### config.mk
export PLATFORM = sky130hd
export DESIGN_NAME = hamming_dist_accum
export DESIGN_NICKNAME = d
export VERILOG_FILES = /design/src/rtl/hamming_dist_accum_pkg.sv /design/src/rtl/hamming_dist_accum.sv
export SDC_FILE = /design/constraint.sdc
export NUM_CORES = 1
export LEC_CHECK = 0
export ABC_AREA = 1
export BUFFER_PORTS_ARGS = -buffer_cell sky130_fd_sc_hd__clkbuf_2
export CORE_MARGIN = 5
export CORE_UTILIZATION = 27
export DETAILED_ROUTE_END_ITERATION = 10
export PLACE_DENSITY_LB_ADDON = 0.2
export SYNTH_ARGS = -nofsm -noshare
export SYNTH_HDL_FRONTEND = slang
export SYNTH_SLANG_ARGS = --single-unit
### constraint.sdc
create_clock -name clk -period 3.9 [get_ports clk]
set_clock_uncertainty 0.05 [all_clocks]
set_input_delay 1.17 -clock clk [delete_from_list [all_inputs] [get_ports clk]]
set_output_delay 1.17 -clock clk [all_outputs]
set_load 0.01 [all_outputs]
### src/rtl/hamming_dist_accum_pkg.sv
// hamming_dist_accum_pkg: shared FSM state encoding and per-word distance width
package hamming_dist_accum_pkg;
    localparam int DIST_W = 6;
    typedef enum logic [1:0] {IDLE, ACCUM, DONE} state_t;
endpackage

### src/rtl/hamming_dist_accum.sv
// hamming_dist_accum: sums per-word Hamming distances over a frame and flags threshold match / truncation
module hamming_dist_accum
    import hamming_dist_accum_pkg::*;
#(
    parameter int MAX_WORDS = 16,
    parameter int SUM_W = 6 + $clog2(MAX_WORDS),
    localparam int CNT_W = $clog2(MAX_WORDS) + 1
) (
    input  logic              clk,
    input  logic              rst,
    input  logic              in_valid,
    output logic              in_ready,
    input  logic [DIST_W-1:0] in_dist,
    input  logic              in_last,
    input  logic [SUM_W-1:0]  thresh,
    output logic              out_valid,
    input  logic              out_ready,
    output logic [SUM_W-1:0]  out_sum,
    output logic [CNT_W-1:0]  out_count,
    output logic              out_match,
    output logic              out_ovf
);
    state_t           state_q, state_d;
    logic [SUM_W-1:0] sum_q, sum_d, sum_n;
    logic [SUM_W-1:0] thr_q, thr_d, thr_n;
    logic [CNT_W-1:0] cnt_q, cnt_d, cnt_n;
    logic             match_q, match_d, ovf_q, ovf_d;
    logic             acc, first, full;

    // Gated by rst so the block advertises nothing while held in reset
    assign in_ready = rst && state_q != DONE;
    assign acc      = in_valid && in_ready;
    assign first    = state_q == IDLE;
    assign sum_n    = (first ? '0 : sum_q) + SUM_W'(in_dist);
    assign cnt_n    = (first ? '0 : cnt_q) + CNT_W'(1);
    assign thr_n    = first ? thresh : thr_q;
    assign full     = cnt_n == CNT_W'(MAX_WORDS);

    always_comb begin
        state_d = state_q;
        sum_d   = sum_q;
        cnt_d   = cnt_q;
        thr_d   = thr_q;
        match_d = match_q;
        ovf_d   = ovf_q;
        if (acc) begin
            sum_d   = sum_n;
            cnt_d   = cnt_n;
            thr_d   = thr_n;
            match_d = sum_n <= thr_n;
            ovf_d   = full && !in_last;
            state_d = (in_last || full) ? DONE : ACCUM;
        end else if (state_q == DONE && out_ready) begin
            state_d = IDLE;
        end
    end

    always_ff @(posedge clk or negedge rst) begin
        if (!rst) begin
            state_q <= IDLE;
            sum_q   <= '0;
            cnt_q   <= '0;
            thr_q   <= '0;
            match_q <= 1'b0;
            ovf_q   <= 1'b0;
        end else begin
            state_q <= state_d;
            sum_q   <= sum_d;
            cnt_q   <= cnt_d;
            thr_q   <= thr_d;
            match_q <= match_d;
            ovf_q   <= ovf_d;
        end
    end

    assign out_valid = state_q == DONE;
    assign out_sum   = sum_q;
    assign out_count = cnt_q;
    assign out_match = match_q;
    assign out_ovf   = ovf_q;

    // Distances above 32 cannot come from a 32-bit XOR popcount
    assert property (@(posedge clk) disable iff (!rst) !acc || in_dist <= 6'd32);
endmodule

== After elaboration in Yosys (flattened, before gate mapping) ==
Index checks and enable logic that the tools add are counted.
Word-level totals
  register bits: 29
  input port bits: 21
  output and inout bits: 19
  logic and storage cells: 26
Operators by class
  $add $sub $neg: 2
  order comparisons: 1
  equal/unequal tests: 3
  mux-type cells: 6
  reductions and logical operators: 8
Operators with widths (count)
  10-bit 2-to-1 mux: 2
  10-bit by 6-bit adder with 10-bit output: 1
  10-bit less-or-equal comparator: 1
  2-bit 2-to-1 mux: 3
  5-bit by 1-bit adder with 5-bit output (second input constant): 1
  5-bit equality test (second input constant): 1
  5-bit 2-to-1 mux: 1
  1-bit logical AND: 4
  2-bit equality test (second input constant): 1
  2-bit zero test: 1
  2-bit inequality test (second input constant): 1
  2-bit nonzero test: 1
  1-bit zero test: 1
  1-bit logical OR: 1

== Depth between registers and ports, before layout ==
Gate-level depths: netlist (run 1).
  depth in word-level cells: 7
  depth in mapped cells: 20
  depth with buffers taken out: 19

== Least setup slack after synthesis (run 1) ==
OpenSTA, ideal clock, no wires.
  path type: input-to-reg
  start: input in_dist[0]
  end: register match_q (netlist: out_match)
  setup time: 0.116 ns
  arrival: 3.066 ns
  required time: 3.734 ns
  setup slack: 0.668 ns
  cell stages on the path: 15
  buffers on the path: 0
  path through: ha_1 fa_1 nand3_1 nand2_1 a21oi_1 xor2_1 inv_1 ha_1 nand2_1 nor2_1 o211ai_1 nand2_1 o21ai_0 nand2_1 nand2_1
On the way
  longest elaborated chain between the ends: 2
Ends and longest elaborated chain
  start: declaration: RTL line hamming_dist_accum.sv:13  | input logic [DIST_W-1:0] in_dist,
  10-bit by 6-bit adder with 10-bit output: RTL line hamming_dist_accum.sv:34  | assign sum_n = (first ? '0 : sum_q) + SUM_W'(in_dist);
  net sum_n[6]: RTL line hamming_dist_accum.sv:24  | logic [SUM_W-1:0] sum_q, sum_d, sum_n;
  10-bit less-or-equal comparator: RTL line hamming_dist_accum.sv:50  | match_d = sum_n <= thr_n;
  end signal: assignment: RTL line hamming_dist_accum.sv:71  | match_q <= match_d;
  end: declaration: RTL line hamming_dist_accum.sv:27  | logic match_q, match_d, ovf_q, ovf_d;
The timed path passes the listed nets, and every way through them passes these cells.
A chain may end at the register's enable or synchronous reset.

== Worst setup path after layout (run 1) ==
Ends and elaborated chain as after synthesis.

==> tab_implementation.tex, run 1 <==
\begin{tabular}{lr}
\hline
Metric & Value \\
\hline
\multicolumn{2}{l}{\textbf{Outcome}} \\
Status & completed \\
\multicolumn{2}{l}{\textbf{Worst setup path}} \\
Critical path class & input port to flop \\
Family of cells with the greatest summed delay on the critical path & adder cells \\
Worst path cell trace & clkbuf\_2 -> ha\_1 -> fa\_1 -> nand3\_1 -> nand2\_1 -> a21oi\_1 -> xor2\_1 -> inv\_1 -> ha\_1 -> nand2\_1 -> nor2\_1 -> o211ai\_1 -> nand2\_1 -> o21ai\_0 -> nand2\_1 -> nand2\_1 \\
Slowest stage delay, CP & 0.41 ns \\
Bufs and invs on worst path & 2 \\
Critical path startpoint category & input port \\
Required time at the endpoint of the critical path & 4.03 ns \\
Most frequent CP cell & sky130\_fd\_sc\_hd\_\_nand2\_1 \\
CP max FO & 3 \\
Arrival time reported for the critical path endpoint & between 3 and 4 ns \\
Crit path capture type & flop \\
Cell with the largest stage delay on the worst path & sky130\_fd\_sc\_hd\_\_fa\_1 \\
\multicolumn{2}{l}{\textbf{Synthesis}} \\
Netlist Area Pre-Place & 2033 sq um \\
Share of synthesized area occupied by flip-flops and latches & a little over a third \\
Number of synthesized register bits & 29 \\
Avg Synthesized Cell Area & 7.942 sq um \\
Cell taking the most area after synthesis & sky130\_fd\_sc\_hd\_\_dfrtp\_1 \\
Number of standard cells after synthesis & 256 \\
Ranking of synthesized cells by area & sky130\_fd\_sc\_hd\_\_dfrtp\_1 (36\%), sky130\_fd\_sc\_hd\_\_nand2\_1 (13\%), sky130\_fd\_sc\_hd\_\_ha\_1 (11\%) \\
Number of synthesis warnings & 0 \\
Post-synthesis cell type count & 28 \\
Post-synth top area share & 35.69\% \\
Syn nets & 296 \\
\multicolumn{2}{l}{\textbf{STA}} \\
Setup TNS & 0 ns \\
Fin crit period & between 3 and 4 ns \\
Unrepaired setup endpoints after global routing & false \\
Count of final setup violators & 0 \\
Period utilization & between 80\% and 90\% \\
Upper clock frequency limit & 0.3153 GHz \\
Max Slew Vio Count & 0 \\
Max-slew headroom at the worst pin & 73.34\% \\
Hold Violations, Final & 0 \\
Tightest Pin Transition & 0.3999 ns \\
\multicolumn{2}{l}{\textbf{Clocking}} \\
Clock transition at the registers of the reported paths & 0.07 ns \\
Total CTS buffers & 5 \\
Count of instances resized after the clock tree is built & 0 \\
Number of hold buffers added after CTS & 0 \\
Buffers inserted by post-CTS timing repair & 0 \\
Number of buffers between clock root and the deepest sink & 2 \\
Clock tree from TritonCTS & yes \\
Count of clock tree sinks & 29 \\
Clock Latency Late Sink & 0.29 ns \\
H-tree lvl count & 2 \\
Master cell of the clock root buffer & sky130\_fd\_sc\_hd\_\_clkbuf\_8 \\
\multicolumn{2}{l}{\textbf{Flow run}} \\
Maximum Capacitance Violations & 0 \\
\multicolumn{2}{l}{\textbf{Finish}} \\
Number of nets in the final layout & 337 \\
Fill count & 831 \\
Post-route cell area & 2429 sq um \\
Layout cells sized above 1 & 23.15\% \\
Count of inserted antenna diode cells & 0 \\
Layout-stage area growth over the synthesis result & 19.45\% \\
\multicolumn{2}{l}{\textbf{Die}} \\
Initial core utilization & roughly 28\% \\
Die width & 96.78 um \\
Die height & 96.78 um \\
\# IOs & 40 \\
Core outline area & 7292 sq um \\
Cell Rows & 31 \\
Die outline area & 9365 sq um \\
\multicolumn{2}{l}{\textbf{Pwr}} \\
Static leakage & between 1 and 1.5 nW \\
Combinational fraction of design power & 51.4\% \\
Net switching power & 0.7544 mW \\
Largest vdd supply drop & 0.2364 mV \\
Switching part of the total & 43.63\% \\
Power, Total & about 1.7 mW \\
Total power density per cell area & 712.0 nW/um\^{}2 \\
Clock network power share & between 10\% and 20\% \\
Sequential Power Share & 29.1\% \\
Cell internal pwr & 0.9746 mW \\
\multicolumn{2}{l}{\textbf{Detailed routing}} \\
Number of detailed-route iterations in the first pass & 4 \\
Number of vias after detailed routing & 1669 \\
DR vias/cell & 4.204 \\
Final routed wire length divided by cell count & 12.07 um \\
Total detailed-routing wirelength & 4790 um \\
DRT iter0 DRCs & 42 \\
DRC & 0 \\
Routed Antenna Nets & 0 \\
\multicolumn{2}{l}{\textbf{Global routing}} \\
Largest net degree at the start of global routing & 33 \\
Congestion Overflow GR & 0 \\
Global-route wire length before repair & around 8100 um \\
Initial antenna violation count & 0 \\
Via count of the first global-routing pass & 1664 \\
Global-route usage over all layers & 10.75\% \\
\multicolumn{2}{l}{\textbf{Placement}} \\
Estimated wirelength of the detail-placed design & 3709 um \\
IO buf count & 39 \\
Dpl cell area & between 2000 and 2500 sq um \\
Final RePlAce weighted congestion & 0.7510 \\
\multicolumn{2}{l}{\textbf{Min path}} \\
Tightest Hold Check Type & flop to flop \\
\hline
\end{tabular}
## worst register-to-register path, delay by kind of cell (launching register included)
kind	cells	cell delay, ns
compound gates	3	0.37
xor+xnor	1	0.18
fa+ha+maj	3	0.89
buf+inv	1	0.06
flops	1	0.45
simple gates	9	0.92
## worst paths after layout
path	startpoint	to	slack, ns	cells past startpoint
max in group asynchronous	rst	out_count[3]	2.58	2
hold / removal	thr_q[4]	thr_q[4]	0.44	2
setup / recovery	in_dist[0]	out_match	0.73	16
min in group asynchronous	rst	thr_q[2]	0.92	2
hold reg to reg	thr_q[4]	thr_q[4]	0.44	2
setup reg to reg	state_q[0]	out_match	0.89	17
## registers in the layout (all words and copies together) (netlist names)
name	cells
out_sum	10
out_match	1
out_ovf	1
state_q	2
thr_q	10
out_count	5
## cells in the mapped netlist
cell type	n
sky130_fd_sc_hd__nor3b_2	1
sky130_fd_sc_hd__buf_6	3
sky130_fd_sc_hd__dfrtp_1	29
sky130_fd_sc_hd__nand2_4	2
sky130_fd_sc_hd__buf_4	2
sky130_fd_sc_hd__nor2_4	2
sky130_fd_sc_hd__nor2_2	2
sky130_fd_sc_hd__nand2_2	1
sky130_fd_sc_hd__and2_1	2
sky130_fd_sc_hd__buf_2	2
sky130_fd_sc_hd__nor2_1	21
sky130_fd_sc_hd__o21ai_2	8
sky130_fd_sc_hd__nand3_1	10
sky130_fd_sc_hd__nand3b_1	1
sky130_fd_sc_hd__inv_2	2
sky130_fd_sc_hd__xor2_1	6
sky130_fd_sc_hd__inv_1	28
sky130_fd_sc_hd__o21ai_0	6
sky130_fd_sc_hd__ha_1	18
sky130_fd_sc_hd__fa_1	1
sky130_fd_sc_hd__inv_4	1
sky130_fd_sc_hd__o21ai_1	14
sky130_fd_sc_hd__nand2_1	73
sky130_fd_sc_hd__a21oi_1	7
sky130_fd_sc_hd__mux2i_1	9
sky130_fd_sc_hd__nand3_2	1
sky130_fd_sc_hd__nand4_1	2
sky130_fd_sc_hd__o211ai_1	2
## layout make-up
cell class                 count  area [sq um]  area share (%)
clock buffer                   6         82.58           3.400
clock inverter                 2         37.54           1.546
inverter                      31         118.9           4.894
multi-input combinational    189          1130           46.52
sequential                    29         725.7           29.88
tap                           99         123.9           5.100
timing repair buffer          41         210.2           8.655
## placed cells by master, fill, tap and decap left out, drive strengths merged
cell type	Yosys	routed
a21oi	7	7
and2	2	2
buf	7	2
bufinv	0	1
clkbuf	0	45
clkinvlp	0	1
dfrtp	29	29
fa	1	1
ha	18	18
inv	31	31
mux2i	9	9
nand2	76	76
nand3	11	11
nand3b	1	1
nand4	2	2
nor2	25	25
nor3b	1	1
o211ai	2	2
o21ai	28	28
xor2	6	6
## power groups by stage
stage	sequential, mW	combinational, mW	clock [mW]
floorplan	0.524	0.646	0
global placement	0.505	0.899	0
detailed placement	0.512	0.904	0
CTS	0.505	0.912	0.349
global route	0.521	1.03	0.358
finish	0.504	0.888	0.337
## metal layers
metal / track usage, % / vias up / share of wire [%]
li1: - / 907 / -
met1: 14.24 / 727 / 49
met2: 16.67 / 29 / 45
met3: 2.806 / 6 / 4.2
met4: 4.212 / 0 / 1.8
met5: 0 / - / 0
## cell families after synthesis
kind of cell | count (synthesis) | share of synthesized area (%)
DFF | 29 | 35.69
muxes | 9 | 4.431
and+or+nand+nor | 118 | 25.66
AOI/OAI and AO/OA | 37 | 10.83
buffers and inverters | 38 | 8.738
xor gates and xnor gates | 6 | 2.585
adders and majority gates | 19 | 12.06
## through the flow
| step | std cells | hold slack, ns | utilization, % | setup slack (ns) |
|---|---|---|---|---|
| 5_1_grt | 397 | 0.4655 | 33.30 | 0.4402 |
| 6_report | 397 | 0.4423 | 33.30 | 0.7282 |
| 4_1_cts | 397 | 0.4468 | 33.30 | 0.7343 |
| 3_3_place_gp | 389 | 0.4207 | 31.66 | 0.4433 |
| 3_5_place_dp | 389 | 0.4280 | 31.66 | 0.4292 |
| 2_1_floorplan | 256 | 0.4081 | - | 0.6677 |
Power figures use the tool's default switching activity.
==> inputs of run 2 (changes only) <==
==> constraint.sdc (replaced) <==
create_clock -name clk -period 3.3 [get_ports clk]
set_clock_uncertainty 0.05 [all_clocks]
set_input_delay 0.99 -clock clk [delete_from_list [all_inputs] [get_ports clk]]
set_output_delay 0.99 -clock clk [all_outputs]
set_load 0.01 [all_outputs]
==> run 2 against run 1 <==
Design area shrank 0.46%. Final cell count grew 0.25%. First-iteration DRC count grew 24%. Critical endpoint unchanged. Hold slack lost 0.0016 ns. Critical path type unchanged. Combinational power grew 19%. Wire length shrank 1.0%. Core utilization shrank 0.15 points. Setup slack lost 0.46 ns. Flip-flop and latch count is the same.
==> tab_implementation.tex, run 2 (synthesis results as in run 1) <==
\begin{tabular}{lr}
\hline
Metric & Value \\
\hline
\multicolumn{2}{l}{\textbf{Finish}} \\
Layout-stage area growth over the synthesis result & 18.89\% \\
Count of inserted antenna diode cells & 0 (unchanged) \\
Fill count & 814 (-2.0\%) \\
Most frequent cells in the layout & sky130\_fd\_sc\_hd\_\_nand2\_1 (73), sky130\_fd\_sc\_hd\_\_clkbuf\_2 (39), sky130\_fd\_sc\_hd\_\_dfrtp\_1 (29), sky130\_fd\_sc\_hd\_\_inv\_1 (28), sky130\_fd\_sc\_hd\_\_nor2\_1 (21) \\
Most common library cell in the layout ignoring fill and taps & sky130\_fd\_sc\_hd\_\_nand2\_1 \\
Post-route cell area & 2417 sq um (-0.46\%) \\
Total area of sequential cells & 725.7 sq um (unchanged) \\
Number of nets in the final layout & 338 (+0.30\%) \\
Area used by multi-input combinational logic & 1130 sq um (unchanged) \\
Layout cells sized above 1 & 23.41\% (+0.26 points) \\
\multicolumn{2}{l}{\textbf{Worst setup path}} \\
Reg-to-reg startpoint & state\_q[0] \\
CP startpoint & in\_dist[0] \\
Critical path startpoint category & input port \\
Critical path class & input port to flop \\
Crit path capture type & flop \\
Cell with the largest stage delay on the worst path & sky130\_fd\_sc\_hd\_\_fa\_1 \\
Worst path cell trace & clkbuf\_2 -> ha\_1 -> fa\_1 -> nand3\_1 -> nand2\_1 -> a21oi\_1 -> xor2\_1 -> inv\_1 -> ha\_1 -> nand2\_1 -> nor2\_1 -> o211ai\_1 -> nand2\_1 -> o21ai\_0 -> nand2\_1 -> nand2\_1 \\
Most frequent CP cell & sky130\_fd\_sc\_hd\_\_nand2\_1 \\
Bufs and invs on worst path & 2 (unchanged) \\
Family of cells with the greatest summed delay on the critical path & adder cells \\
Number of gates on the worst path with buffers counted & 16 (unchanged) \\
Worst setup endpoint & out\_match \\
Critical register-to-register path endpoint & out\_match \\
Required time at the endpoint of the critical path & 3.43 ns (-0.60 ns) \\
CP max FO & 3 (unchanged) \\
R2r setup slk & 0.30 ns (-0.59 ns) \\
Slowest stage delay, CP & 0.42 ns (about the same) \\
Cells on worst reg2reg path & 17 (unchanged) \\
Arrival time reported for the critical path endpoint & 3.16 ns (-0.14 ns) \\
\multicolumn{2}{l}{\textbf{Min path}} \\
Tightest Hold Check Type & flop to flop \\
\multicolumn{2}{l}{\textbf{STA}} \\
Min Hold Slack & 0.4407 ns (-0.001566 ns) \\
Max-slew headroom at the worst pin & 74.12\% (+0.77 points) \\
Unrepaired setup endpoints after global routing & false \\
Max Slew Vio Count & 0 (unchanged) \\
Upper clock frequency limit & 0.3297 GHz \\
Hold Violations, Final & 0 (unchanged) \\
Period utilization & 91.91\% \\
Tightest Pin Transition & 0.3883 ns (-0.01161 ns) \\
Fin crit period & a little over 3 ns \\
Count of final setup violators & 0 (unchanged) \\
Setup TNS & 0 ns (unchanged) \\
\multicolumn{2}{l}{\textbf{Die}} \\
Cell Rows & 31 (unchanged) \\
Core outline area & 7292 sq um (unchanged) \\
Die outline area & 9365 sq um (unchanged) \\
Die width & 96.78 um (unchanged) \\
\# IOs & 40 (unchanged) \\
Die height & 96.78 um (unchanged) \\
Initial core utilization & 27.88\% (unchanged) \\
\multicolumn{2}{l}{\textbf{Global routing}} \\
Global-route usage over all layers & 10.66\% (-0.083 points) \\
Global-route wire length before repair & 8204 um (+1.0\%) \\
Initial antenna violation count & 0 (unchanged) \\
Congestion Overflow GR & 0 (unchanged) \\
Largest net degree at the start of global routing & 33 (unchanged) \\
Via count of the first global-routing pass & 1713 (+2.9\%) \\
\multicolumn{2}{l}{\textbf{Clocking}} \\
Total CTS buffers & 5 (unchanged) \\
Buffers inserted by post-CTS timing repair & 0 (unchanged) \\
Clock transition at the registers of the reported paths & 0.07 ns (about the same) \\
Master cell of the clock root buffer & sky130\_fd\_sc\_hd\_\_clkbuf\_8 \\
Count of clock tree sinks & 29 (unchanged) \\
Count of instances resized after the clock tree is built & 0 (unchanged) \\
Clock tree from TritonCTS & yes \\
Number of buffers between clock root and the deepest sink & 2 (unchanged) \\
Number of hold buffers added after CTS & 0 (unchanged) \\
Clock Latency Late Sink & 0.28 ns (about the same) \\
H-tree lvl count & 2 (unchanged) \\
\multicolumn{2}{l}{\textbf{Pwr}} \\
Sequential Power Share & 30.2\% (+1.1 points) \\
Cell internal pwr & 1.102 mW (+13\%) \\
Combinational fraction of design power & 53.3\% (+1.9 points) \\
Switching part of the total & 44.44\% (+0.81 points) \\
Largest vdd supply drop & 0.1976 mV (-16\%) \\
Total power density per cell area & 820.6 nW/um\^{}2 (+15\%) \\
Net switching power & 0.8815 mW (+17\%) \\
Power, Total & 1.984 mW (+15\%) \\
Static leakage & 1.320 nW (+0.12\%) \\
Clock network power share & 16.6\% (-2.9 points) \\
\multicolumn{2}{l}{\textbf{Detailed routing}} \\
DRC & 0 (unchanged) \\
DRT iter0 DRCs & 52 (+24\%) \\
Final routed wire length divided by cell count & 11.91 um (-1.3\%) \\
DR vias/cell & 4.296 (+2.2\%) \\
Number of vias after detailed routing & 1710 (+2.5\%) \\
Number of detailed-route iterations in the first pass & 4 (unchanged) \\
Routed Antenna Nets & 0 (unchanged) \\
Total detailed-routing wirelength & 4742 um (-1.0\%) \\
\multicolumn{2}{l}{\textbf{Placement}} \\
IO buf count & 39 (unchanged) \\
Dpl cell area & 2316 sq um (+0.33\%) \\
Final RePlAce weighted congestion & 0.7274 (-3.1\%) \\
Estimated wirelength of the detail-placed design & 3720 um (+0.32\%) \\
\multicolumn{2}{l}{\textbf{Flow run}} \\
Maximum Capacitance Violations & 0 (unchanged) \\
\multicolumn{2}{l}{\textbf{Outcome}} \\
Status & completed \\
\hline
\end{tabular}
[run 2: how the worst min path moves through the flow]
stage              from        to  cells past startpoint
6_report       thr_q[3]  thr_q[3]                      2
5_1_grt        thr_q[3]  thr_q[3]                      2
4_1_cts        thr_q[6]  thr_q[6]                      2
3_5_place_dp   thr_q[6]  thr_q[6]                      2
3_3_place_gp   thr_q[6]  thr_q[6]                      2
2_1_floorplan  thr_q[1]  thr_q[1]                      2
[run 2: layout make-up]
class | instances | area share, %
Multi-Input combinational cell | 189 | 46.74
Sequential cell | 29 | 30.02
Timing Repair Buffer | 42 | 9.006
Tap cell | 99 | 5.124
Inverter | 31 | 4.917
Clock buffer | 7 | 3.986
Clock inverter | 1 | 0.2070
[run 2: power by group through the flow]
stage	registers (mW)	logic [mW]	clock network (mW)
finish	0.599	1.06	0.328
floorplan	0.619	0.764	0
detailed placement	0.603	1.07	0
global placement	0.596	1.07	0
global route	0.622	1.23	0.356
CTS	0.599	1.08	0.342
[run 2: tightest hold or removal path, cell delays in order (launching register included)]
cell                      delay [ns]
sky130_fd_sc_hd__dfrtp_1        0.34
sky130_fd_sc_hd__nand2_1        0.05
sky130_fd_sc_hd__o21ai_1        0.06
[run 2: per-layer routing]
metal  vias to the layer above  global-route usage (%)  part of all wire, %
li1                        903                       -                    -
met1                       765                   13.94                   48
met2                        35                   17.20                   46
met3                         7                   2.158                  4.9
met4                         0                   4.212                  1.9
met5                         -                       0                    0
[run 2: per-stage QoR]
stage                     util (%)  worst slack (ns)  instances
final                        33.15            0.2669        398
after global routing         33.15           0.02996        398
after CTS                    33.15            0.2621        398
after detailed placement     31.76          -0.04145        390
after global placement       31.76           0.01710        390
after floorplan                  -            0.2477        256
==> inputs of run 3 (changes only) <==
--- a/config.mk
+++ b/config.mk
@@ -6,10 +6,10 @@
 export NUM_CORES = 1
 export LEC_CHECK = 0
 export ABC_AREA = 1
-export BUFFER_PORTS_ARGS = -buffer_cell sky130_fd_sc_hd__clkbuf_2
 export CORE_MARGIN = 5
 export CORE_UTILIZATION = 27
 export DETAILED_ROUTE_END_ITERATION = 10
+export DONT_BUFFER_PORTS = 1
 export PLACE_DENSITY_LB_ADDON = 0.2
 export SYNTH_ARGS = -nofsm -noshare
 export SYNTH_HDL_FRONTEND = slang
==> constraint.sdc (replaced) <==
create_clock -name clk -period 2.85 [get_ports clk]
set_clock_uncertainty 0.05 [all_clocks]
set_input_delay 0.855 -clock clk [delete_from_list [all_inputs] [get_ports clk]]
set_output_delay 0.855 -clock clk [all_outputs]
set_load 0.01 [all_outputs]
==> run 3 against run 2 <==
Core utilization increased by 1.5 points. Non-clock buffer count decreased by 16. Hold slack got worse by 0.22 ns. Clock power increased by 6.4%. First-iteration DRC count increased by 19%. Wire length increased by 3.5%. Sequential power increased by 24%. Die area unchanged. Clock-buffer cell count unchanged. Total power increased by 31%. Via count decreased by 3.3%. Critical endpoint unchanged.
==> tab_implementation.tex, run 3 (synthesis results as in run 1) <==
\begin{tabular}{lr}
\hline
Metric & Value \\
\hline
\multicolumn{2}{l}{\textbf{Die}} \\
Core outline area & 7292 sq um (unchanged) \\
Die width & 96.78 um (unchanged) \\
Initial core utilization & 27.88\% (unchanged) \\
Die outline area & 9365 sq um (unchanged) \\
\# IOs & 40 (unchanged) \\
Cell Rows & 31 (unchanged) \\
Die height & 96.78 um (unchanged) \\
\multicolumn{2}{l}{\textbf{Worst setup path}} \\
Critical path startpoint category & flop \\
Reg-to-reg startpoint & state\_q[1] \\
Crit path capture type & flop \\
R2r setup slk & 0.07 ns (-0.23 ns) \\
CP max FO & 8 (+5) \\
Worst path cell trace & nor2\_4 -> buf\_12 -> nor2\_4 -> ha\_4 -> fa\_2 -> nand3\_2 -> nand2\_4 -> a21oi\_4 -> xor2\_2 -> inv\_1 -> ha\_1 -> nand2\_2 -> nor2\_4 -> o211ai\_1 -> nand2\_1 -> o21ai\_1 -> nand2\_1 -> nand2\_1 \\
Required time at the endpoint of the critical path & 2.97 ns (-0.46 ns) \\
Critical register-to-register path endpoint & out\_match \\
Arrival time reported for the critical path endpoint & 2.89 ns (-0.27 ns) \\
Critical path class & flop to flop \\
Cells on worst reg2reg path & 18 (+1) \\
Slowest stage delay, CP & 0.40 ns (-0.02 ns) \\
Cell with the largest stage delay on the worst path & sky130\_fd\_sc\_hd\_\_dfrtp\_1 \\
\multicolumn{2}{l}{\textbf{Detailed routing}} \\
Number of detailed-route iterations in the first pass & 4 (unchanged) \\
Final routed wire length divided by cell count & 12.88 um (+8.1\%) \\
Total detailed-routing wirelength & 4909 um (+3.5\%) \\
Number of vias after detailed routing & 1653 (-3.3\%) \\
DRT iter0 DRCs & 62 (+19\%) \\
Routed Antenna Nets & 0 (unchanged) \\
DR vias/cell & 4.339 (+0.98\%) \\
DRC & 0 (unchanged) \\
\multicolumn{2}{l}{\textbf{STA}} \\
Unrepaired setup endpoints after global routing & true \\
Period utilization & 97.39\% \\
Max Slew Vio Count & 0 (unchanged) \\
Count of final setup violators & 0 (unchanged) \\
Hold Violations, Final & 0 (unchanged) \\
Setup TNS & 0 ns (unchanged) \\
Fin crit period & roughly 2.8 ns \\
Upper clock frequency limit & 0.3603 GHz \\
Worst Slack Setup Final & 0.07445 ns (-0.1924 ns) \\
Max-slew headroom at the worst pin & 74.08\% (about the same) \\
Tightest Pin Transition & 0.3780 ns (-0.01026 ns) \\
\multicolumn{2}{l}{\textbf{Clocking}} \\
Total CTS buffers & 5 (unchanged) \\
Clock tree from TritonCTS & yes \\
Count of clock tree sinks & 29 (unchanged) \\
Master cell of the clock root buffer & sky130\_fd\_sc\_hd\_\_clkbuf\_8 \\
Clock Latency Late Sink & 0.28 ns (about the same) \\
H-tree lvl count & 2 (unchanged) \\
Clock transition at the registers of the reported paths & 0.06 ns (about the same) \\
Number of hold buffers added after CTS & 0 (unchanged) \\
Number of buffers between clock root and the deepest sink & 2 (unchanged) \\
\multicolumn{2}{l}{\textbf{Global routing}} \\
Initial antenna violation count & 0 (unchanged) \\
Global-route wire length before repair & 8010 um (-2.4\%) \\
Largest net degree at the start of global routing & 33 (unchanged) \\
Via count of the first global-routing pass & 1625 (-5.1\%) \\
Congestion Overflow GR & 0 (unchanged) \\
Global-route usage over all layers & 10.47\% (-0.20 points) \\
\multicolumn{2}{l}{\textbf{Pwr}} \\
Total power density per cell area & 1029 nW/um\^{}2 (+25\%) \\
Static leakage & 1.265 nW (-4.2\%) \\
Largest vdd supply drop & 0.2464 mV (+25\%) \\
\multicolumn{2}{l}{\textbf{Finish}} \\
Most common library cell in the layout ignoring fill and taps & sky130\_fd\_sc\_hd\_\_nand2\_1 \\
Number of nets in the final layout & 322 (-4.7\%) \\
Layout cells sized above 1 & 26.24\% (+2.8 points) \\
Area used by multi-input combinational logic & 1256 sq um (+11\%) \\
Fill count & 789 (-3.1\%) \\
Count of inserted antenna diode cells & 0 (unchanged) \\
Most frequent cells in the layout & sky130\_fd\_sc\_hd\_\_nand2\_1 (68), sky130\_fd\_sc\_hd\_\_dfrtp\_1 (29), sky130\_fd\_sc\_hd\_\_inv\_1 (28), sky130\_fd\_sc\_hd\_\_buf\_4 (23) \\
Total area of sequential cells & 725.7 sq um (unchanged) \\
Post-route cell area & 2526 sq um (+4.5\%) \\
Layout-stage area growth over the synthesis result & 24.25\% \\
\multicolumn{2}{l}{\textbf{Outcome}} \\
Status & completed \\
\multicolumn{2}{l}{\textbf{Placement}} \\
Dpl cell area & 2212 sq um (-4.5\%) \\
Estimated wirelength of the detail-placed design & 3624 um (-2.6\%) \\
Worst setup slack after placement & -0.2099 ns (-0.1684 ns) \\
Final RePlAce weighted congestion & 0.7854 (+8.0\%) \\
IO buf count & 0 (-100\%) \\
\multicolumn{2}{l}{\textbf{Flow run}} \\
Maximum Capacitance Violations & 0 (unchanged) \\
\multicolumn{2}{l}{\textbf{Min path}} \\
Tightest Hold Check Type & input port to asynchronous set/reset pin \\
\hline
\end{tabular}
## run 3: cell types whose count changed in the layout (fill, tap and decap cells not counted), moves of 3 or more
| cell | delta |
|---|---|
| sky130_fd_sc_hd__a21oi_1 | -3 |
| sky130_fd_sc_hd__buf_4 | +20 |
| sky130_fd_sc_hd__clkbuf_2 | -39 |
| sky130_fd_sc_hd__ha_1 | -3 |
| sky130_fd_sc_hd__ha_4 | +3 |
| sky130_fd_sc_hd__nand2_1 | -5 |
| sky130_fd_sc_hd__nand2_2 | +4 |
| sky130_fd_sc_hd__nor2_1 | -6 |
| sky130_fd_sc_hd__nor2_2 | +4 |
## run 3: where the power goes
part	switching, mW	internal, mW
registers	0.164	0.576
clock network	0.157	0.191
logic	0.807	0.703
## run 3: layer usage
layer  vias to the layer above  share of wire, %  GRT usage (%)
li1                        869                 -              -
met1                       751                46          13.32
met2                        26                47          16.30
met3                         7               5.6          3.237
met4                         0               1.9          4.536
met5                         -                 0              0
## run 3: how the worst max path moves through the flow
| stage | startpoint | to | depth (start not counted) |
|---|---|---|---|
| global route | state_q[1] | out_match | 18 |
| floorplan | in_dist[0] | out_match | 15 |
| finish | state_q[1] | out_match | 18 |
| detailed placement | in_dist[0] | out_match | 15 |
| global placement | in_dist[0] | out_match | 15 |
| CTS | state_q[0] | out_match | 17 |
## run 3: layout make-up
cell class                      instances  area share, %
Inverter                               31          4.705
Timing Repair Buffer                   26          8.519
Clock buffer                            7          3.418
Sequential cell                        29          28.73
Tap cell                               99          4.903
Multi-Input combinational cell        189          49.73
## run 3: repair_timing
action | 4_1_cts | 5_1_grt
buffers inserted | 6 | 6
pin swaps | 3 | 22
resized for setup | 3 | 24
setup endpoints to repair | 1 | 1
## run 3: critical path: cells and delay by family, from the launching register on
family	cells	cell delay (ns)
AOI/OAI and AO/OA	3	0.31
adders and majority gates	3	0.84
DFF	1	0.40
and+or+nand+nor	9	0.69
xor gates and xnor gates	1	0.16
buffers and inverters	2	0.20
## run 3: metrics by stage
step | utilization, % | cells | power, mW | hold WS, ns
finish | 34.64 | 381 | 2.600 | 0.2170
global route | 34.64 | 381 | 2.849 | 0.1975
CTS | 32.28 | 375 | 2.423 | 0.2060
detailed placement | 30.34 | 362 | 1.962 | 0.4278
global placement | 30.34 | 362 | 1.955 | 0.4205
floorplan | - | 256 | 1.614 | 0.4081
